<file path="src/rtl/ex_div_if.sv">
// rtl/ex_div_if.sv - EX-stage divider operand/result bundle
interface ex_div_if #(
    parameter int DATA_WIDTH = 32
);
    logic                  exception_i;
    logic                  start_i;
    logic                  signed_i;
    logic [DATA_WIDTH-1:0] dividend_i;
    logic [DATA_WIDTH-1:0] divisor_i;
    logic                  accept_i;
    logic                  stall_o;
    logic                  busy_o;
    logic                  done_o;
    logic [DATA_WIDTH-1:0] quotient_o;
    logic [DATA_WIDTH-1:0] remainder_o;

    modport slave (
        input  exception_i, start_i, signed_i, dividend_i, divisor_i, accept_i,
        output stall_o, busy_o, done_o, quotient_o, remainder_o
    );

    modport master (
        output exception_i, start_i, signed_i, dividend_i, divisor_i, accept_i,
        input  stall_o, busy_o, done_o, quotient_o, remainder_o
    );
endinterface

</file>
<file path="src/rtl/ex_div.sv">
// rtl/ex_div.sv - iterative restoring DIV/DIVU unit for the EX stage
module ex_div #(
    parameter int DATA_WIDTH = 32
) (
    input  logic   clock_i,
    input  logic   reset_i,
    ex_div_if.slave bus
);
    localparam int CW = $clog2(DATA_WIDTH);
    localparam logic [CW-1:0] LAST = CW'(DATA_WIDTH - 1);

    typedef enum logic [1:0] {IDLE, BUSY, DONE} state_t;

    state_t                state;
    logic [CW-1:0]         count;
    logic [DATA_WIDTH-1:0] rem;
    logic [DATA_WIDTH-1:0] quo;
    logic [DATA_WIDTH-1:0] dsr;
    logic                  q_neg;
    logic                  r_neg;
    logic [DATA_WIDTH-1:0] quotient_r;
    logic [DATA_WIDTH-1:0] remainder_r;
    logic                  done_r;
    logic                  busy_r;

    logic [DATA_WIDTH:0]   trial;
    logic [DATA_WIDTH-1:0] rem_next;
    logic [DATA_WIDTH-1:0] quo_next;
    logic [DATA_WIDTH-1:0] dvd_abs;
    logic [DATA_WIDTH-1:0] dsr_abs;
    logic [DATA_WIDTH-1:0] quo_fin;
    logic [DATA_WIDTH-1:0] rem_fin;

    // quo doubles as the dividend shift register: its MSB feeds the partial remainder
    always_comb begin
        trial    = {rem, quo[DATA_WIDTH-1]} - {1'b0, dsr};
        quo_next = {quo[DATA_WIDTH-2:0], ~trial[DATA_WIDTH]};
        rem_next = trial[DATA_WIDTH] ? {rem[DATA_WIDTH-2:0], quo[DATA_WIDTH-1]}
                                     : trial[DATA_WIDTH-1:0];
        dvd_abs  = (bus.signed_i && bus.dividend_i[DATA_WIDTH-1]) ? -bus.dividend_i
                                                                   : bus.dividend_i;
        dsr_abs  = (bus.signed_i && bus.divisor_i[DATA_WIDTH-1]) ? -bus.divisor_i
                                                                  : bus.divisor_i;
        quo_fin  = q_neg ? -quo_next : quo_next;
        rem_fin  = r_neg ? -rem_next : rem_next;
    end

    always_ff @(posedge clock_i) begin
        if (reset_i || bus.exception_i) begin
            state       <= IDLE;
            count       <= '0;
            rem         <= '0;
            quo         <= '0;
            dsr         <= '0;
            q_neg       <= 1'b0;
            r_neg       <= 1'b0;
            quotient_r  <= '0;
            remainder_r <= '0;
            done_r      <= 1'b0;
            busy_r      <= 1'b0;
        end else begin
            case (state)
                IDLE: begin
                    if (bus.start_i) begin
                        if (bus.divisor_i == '0) begin
                            state       <= DONE;
                            quotient_r  <= '1;
                            remainder_r <= bus.dividend_i;
                            done_r      <= 1'b1;
                        end else begin
                            state  <= BUSY;
                            busy_r <= 1'b1;
                            count  <= '0;
                            rem    <= '0;
                            quo    <= dvd_abs;
                            dsr    <= dsr_abs;
                            q_neg  <= bus.signed_i &
                                      (bus.dividend_i[DATA_WIDTH-1] ^ bus.divisor_i[DATA_WIDTH-1]);
                            r_neg  <= bus.signed_i & bus.dividend_i[DATA_WIDTH-1];
                        end
                    end
                end
                BUSY: begin
                    rem   <= rem_next;
                    quo   <= quo_next;
                    count <= count + 1'b1;
                    if (count == LAST) begin
                        state       <= DONE;
                        busy_r      <= 1'b0;
                        done_r      <= 1'b1;
                        quotient_r  <= quo_fin;
                        remainder_r <= rem_fin;
                    end
                end
                DONE: begin
                    if (bus.accept_i) begin
                        state       <= IDLE;
                        done_r      <= 1'b0;
                        quotient_r  <= '0;
                        remainder_r <= '0;
                    end
                end
                default: state <= IDLE;
            endcase
        end
    end

    // Stall is combinational so EX holds in the very cycle a division is presented
    assign bus.stall_o     = ((state == IDLE) && bus.start_i) || (state == BUSY);
    assign bus.busy_o      = busy_r;
    assign bus.done_o      = done_r;
    assign bus.quotient_o  = quotient_r;
    assign bus.remainder_o = remainder_r;
endmodule

</file>
<file path="src/flat_wrapper.sv">
// flat-port wrapper written by rule: the top's interface ports become plain ports
module ex_div_flat 
#(
    parameter int DATA_WIDTH = 32
)
  (clock_i, reset_i, bus_exception_i, bus_start_i, bus_signed_i, bus_dividend_i, bus_divisor_i, bus_accept_i, bus_stall_o, bus_busy_o, bus_done_o, bus_quotient_o, bus_remainder_o);
  ex_div_if #(.DATA_WIDTH(DATA_WIDTH)) bus_i ();
  input  logic clock_i;
  input  logic reset_i;
  input wire logic [$bits(bus_i.exception_i)-1:0] bus_exception_i;
  input wire logic [$bits(bus_i.start_i)-1:0] bus_start_i;
  input wire logic [$bits(bus_i.signed_i)-1:0] bus_signed_i;
  input wire logic [$bits(bus_i.dividend_i)-1:0] bus_dividend_i;
  input wire logic [$bits(bus_i.divisor_i)-1:0] bus_divisor_i;
  input wire logic [$bits(bus_i.accept_i)-1:0] bus_accept_i;
  output wire logic [$bits(bus_i.stall_o)-1:0] bus_stall_o;
  output wire logic [$bits(bus_i.busy_o)-1:0] bus_busy_o;
  output wire logic [$bits(bus_i.done_o)-1:0] bus_done_o;
  output wire logic [$bits(bus_i.quotient_o)-1:0] bus_quotient_o;
  output wire logic [$bits(bus_i.remainder_o)-1:0] bus_remainder_o;
  assign bus_i.exception_i = bus_exception_i;
  assign bus_i.start_i = bus_start_i;
  assign bus_i.signed_i = bus_signed_i;
  assign bus_i.dividend_i = bus_dividend_i;
  assign bus_i.divisor_i = bus_divisor_i;
  assign bus_i.accept_i = bus_accept_i;
  assign bus_stall_o = bus_i.stall_o;
  assign bus_busy_o = bus_i.busy_o;
  assign bus_done_o = bus_i.done_o;
  assign bus_quotient_o = bus_i.quotient_o;
  assign bus_remainder_o = bus_i.remainder_o;
  ex_div #(.DATA_WIDTH(DATA_WIDTH)) u_core (.clock_i(clock_i), .reset_i(reset_i), .bus(bus_i));
endmodule
</file>
<file path="config.mk">
export PLATFORM = sky130hd
export DESIGN_NAME = ex_div_flat
export DESIGN_NICKNAME = d
export VERILOG_FILES = /design/src/rtl/ex_div_if.sv /design/src/rtl/ex_div.sv /design/src/flat_wrapper.sv
export SDC_FILE = /design/constraint.sdc
export NUM_CORES = 1
export LEC_CHECK = 0
export BUFFER_PORTS_ARGS = -buffer_cell sky130_fd_sc_hd__buf_4
export CAP_MARGIN = 20
export CORE_MARGIN = 2
export CORE_UTILIZATION = 45
export CTS_CLUSTER_SIZE = 8
export DETAILED_ROUTE_END_ITERATION = 6
export PLACE_DENSITY = 0.7
export SETUP_SLACK_MARGIN = 0.3
export SLEW_MARGIN = 20
export SYNTH_ARGS = -nofsm -noshare
export SYNTH_HDL_FRONTEND = slang
export SYNTH_SLANG_ARGS = --single-unit
export TNS_END_PERCENT = 20
</file>
<file path="constraint.sdc">
create_clock -name clock_i -period 10.5 [get_ports clock_i]
set_input_delay 2.1 -clock clock_i [delete_from_list [all_inputs] [get_ports clock_i]]
set_output_delay 2.1 -clock clock_i [all_outputs]
set_load 0.02 [all_outputs]
</file>
==> results.txt <==
Layout area overhead -> 13.71%
worst reg2reg path depth -> 22
global-route wire length before repair -> 63.12 mm
unrepaired setup endpoints after global routing -> no
IO Port Bufs -> 136
CTS Buffer Depth -> 2
Period minus WS final -> 6.109 ns
std cell rows -> 61
commonest non-fill, non-tap cell in the layout -> nand2_1
clock root buffer -> clkbuf_16
area leader, netlist -> dfxtp_1
Tot GR Track Use -> 27.35%
initial antenna violation count -> 0
H-tree levels -> 4
most frequent cells in the layout -> nand2_1 (219), a21oi_1 (177), dfxtp_1 (171)
Antenna Nets Post-Route -> 0
largest net degree at the start of global routing -> 81
Crit path required time -> 10.84 ns
asr flop ratio synth -> 0%
clock network power share -> 34.5%
Post-CTS Hold Fix Bufs -> 0
number of synthesized flops with an enable pin -> 0
slew margin rel. -> 30.13%
worst-path fanout max -> 38
setup bufs post-CTS -> 0
Die Y -> 170.9 µm
vias in the first global route -> 11730
final slew viol count -> 0
CP Class -> flip-flop to flip-flop
final hold viol count -> 0
final setup TNS -> 0 ns
Most used DFF post-synth -> dfxtp_1
Core Footprint -> 0.02763 mm²
clock slew at reported path FFs -> 0.07 ns
DR iter-0 viols -> 1287
# diodes -> 0
GR Overflow Total -> 0
Max Fclk -> 163.7 MHz
Sw Pwr -> 661.9 µW
CP Launch Type -> flip-flop
die area -> 0.02920 mm²
final RePlAce weighted congestion -> 0.9634
Net Sw Frac -> 36.39%
routed vias -> 12850
Syn Std Cell Area -> 0.01253 mm²
CTS resizes -> 0
dpl hpwl -> 30.53 mm
Yosys reg bits -> 171
drt wl/cell -> 18.88 µm
Vias per Instance -> 6.018
Power Dens Cells -> 127.6 mW/mm²
Max IR drop VDD -> 0.09825 mV
top cell type's share of synthesized area -> 27.32%
Seq pwr share -> 37.4%
Die Width -> 170.9 µm
TritonCTS buffer count -> 17
ranking of synthesized cells by area -> dfxtp_1 (27%), a21oi_1 (7.1%), nand2_1 (6.6%)
Yosys warnings -> 0
fill count -> 2762
syn avg cell area -> 7.441 µm²
Yosys cell types -> 90
share of cells above drive strength 1 -> 13.89%
Starting Density -> 45.35%
drt first pass iters -> 5
crit share post-route -> 58.18%
TritonCTS clock tree -> yes
Clock Latency Late Sink -> 0.44 ns
register area share after synthesis -> 27.32%
synthesized instance count -> 1684
max-cap violation count -> 0
skew final -> 0.01540 ns
final setup violation count -> 0
Slew @ Worst Pin -> 1.044 ns
DRT Wirelength -> 40.30 mm
LEAKAGE -> 5.465 nW
worst min-delay path class -> flip-flop to flip-flop
status -> finished, final reports clean
worst hold slack -> 0.4543 ns
Int Power -> 1.157 mW
combinational power share -> 28.1%
Critical Path Sink Type -> flip-flop
Arrival @ worst endpoint -> 6.45 ns
# clock sinks -> 171
I/O pin count -> 137
Hold Path Cell Cnt -> 2
Final #Nets -> 1857
Net Count, Synth -> 1796
DRC -> 0
## kinds of logic (layout without fill, tap and decap cells)
| family | after synthesis | count (layout) | synth area share, % |
|---|---|---|---|
| DFF | 171 | 171 | 27.32 |
| AOI/OAI and AO/OA | 553 | 553 | 29.15 |
| muxes | 26 | 26 | 2.237 |
| xor gates and xnor gates | 127 | 127 | 8.877 |
| and+or+nand+nor | 591 | 591 | 22.21 |
| adders and majority gates | 42 | 42 | 4.254 |
| buffers and inverters | 174 | 247 | 5.961 |
## final cells by class
cell class	count	area, µm²	share of cell area [%]
clock buffer	17	425.4	2.986
clock inverter	14	153.9	1.080
inverter	67	251.5	1.765
multi-input combinational	1339	8403	58.97
sequential	171	3423	24.03
tap	378	473.0	3.319
timing repair buffer	149	1119	7.850
## Yosys cell counts, types with 11 or more instances
cell type and n:
or3_1 18, o21a_1 11, a221oi_1 14, clkbuf_1 63, nand3_1 52, nor3_1 39
a211oi_1 58, buf_2 30, ha_1 41, a22oi_1 16, a31oi_1 12, nand2_1 219
and2_1 15, a21oi_1 177, xor2_1 75, o21ai_0 113, a22o_1 12, or4_1 13
xnor2_1 52, mux2i_1 15, and3_1 11, o31ai_1 24, o41ai_1 12, inv_1 65
nor4_1 16, nor2_1 149, dfxtp_1 171
## worst max-delay path, cell delays in order, from the launching register on
cell and delay, ns:
dfxtp_1 0.35, inv_1 0.10, ha_1 0.22, fa_1 0.41, nor2b_1 0.27, o31a_1 0.23
o21ai_1 0.21, a21oi_2 0.26, o21a_1 0.73, nor2_2 0.07, buf_4 0.31, inv_2 0.15
buf_4 0.41, o21ai_0 0.27, inv_1 0.10, ha_1 0.24, nand3_1 0.10, nor4_1 0.32
o22ai_1 0.27, nor4_4 0.34, a41oi_1 0.19, xnor2_1 0.17, a311oi_1 0.26
## per-layer routing
metal	up-vias	global-route usage [%]	routed length, µm
met1	6044	35.12	17190
li1	6228	-	-
met3	71	3.470	2382
met5	-	0	0
met4	0	10.94	1462
met2	506	46.54	19270
## state kept, by name, indices dropped and copies added, names as in the netlist
register                count
u_core.rem                 32
u_core.bus.quotient_o      32
u_core.dsr                 32
u_core.bus.busy_o           1
u_core.r_neg                1
u_core.bus.done_o           1
u_core.state                2
u_core.q_neg                1
u_core.count                5
u_core.quo                 32
u_core.bus.remainder_o     32
## per-stage QoR
step           instance area (µm²)  std cells  power (mW)  util, %  setup slack, ns
3_5_place_dp                 13670       2104       1.194    49.47            4.135
2_1_floorplan                12530       1684       1.049        -            5.683
4_1_cts                      14250       2135       1.814    51.57            4.491
6_report                     14250       2135       1.819    51.57            4.391
3_3_place_gp                 13670       2104       1.188    49.47            4.239
5_1_grt                      14250       2135       1.898    51.57            4.035
## power by group through the flow
stage | Clock, mW | Combinational, mW | Sequential (mW)
final | 0.628 | 0.511 | 0.680
after global routing | 0.663 | 0.554 | 0.682
after CTS | 0.632 | 0.503 | 0.680
after detailed placement | 0 | 0.500 | 0.695
after global placement | 0 | 0.493 | 0.694
after floorplan | 0 | 0.357 | 0.692
## path summary, 6_finish.rpt
path,slack [ns],end,from
max,4.39,u_core.bus.remainder_o[30],u_core.quo[31]
max reg2reg,4.39,u_core.bus.remainder_o[30],u_core.quo[31]
min reg2reg,0.45,u_core.dsr[22],u_core.dsr[22]
min,0.45,u_core.dsr[22],u_core.dsr[22]
Note: power is estimated with default switching activity, not from simulation.
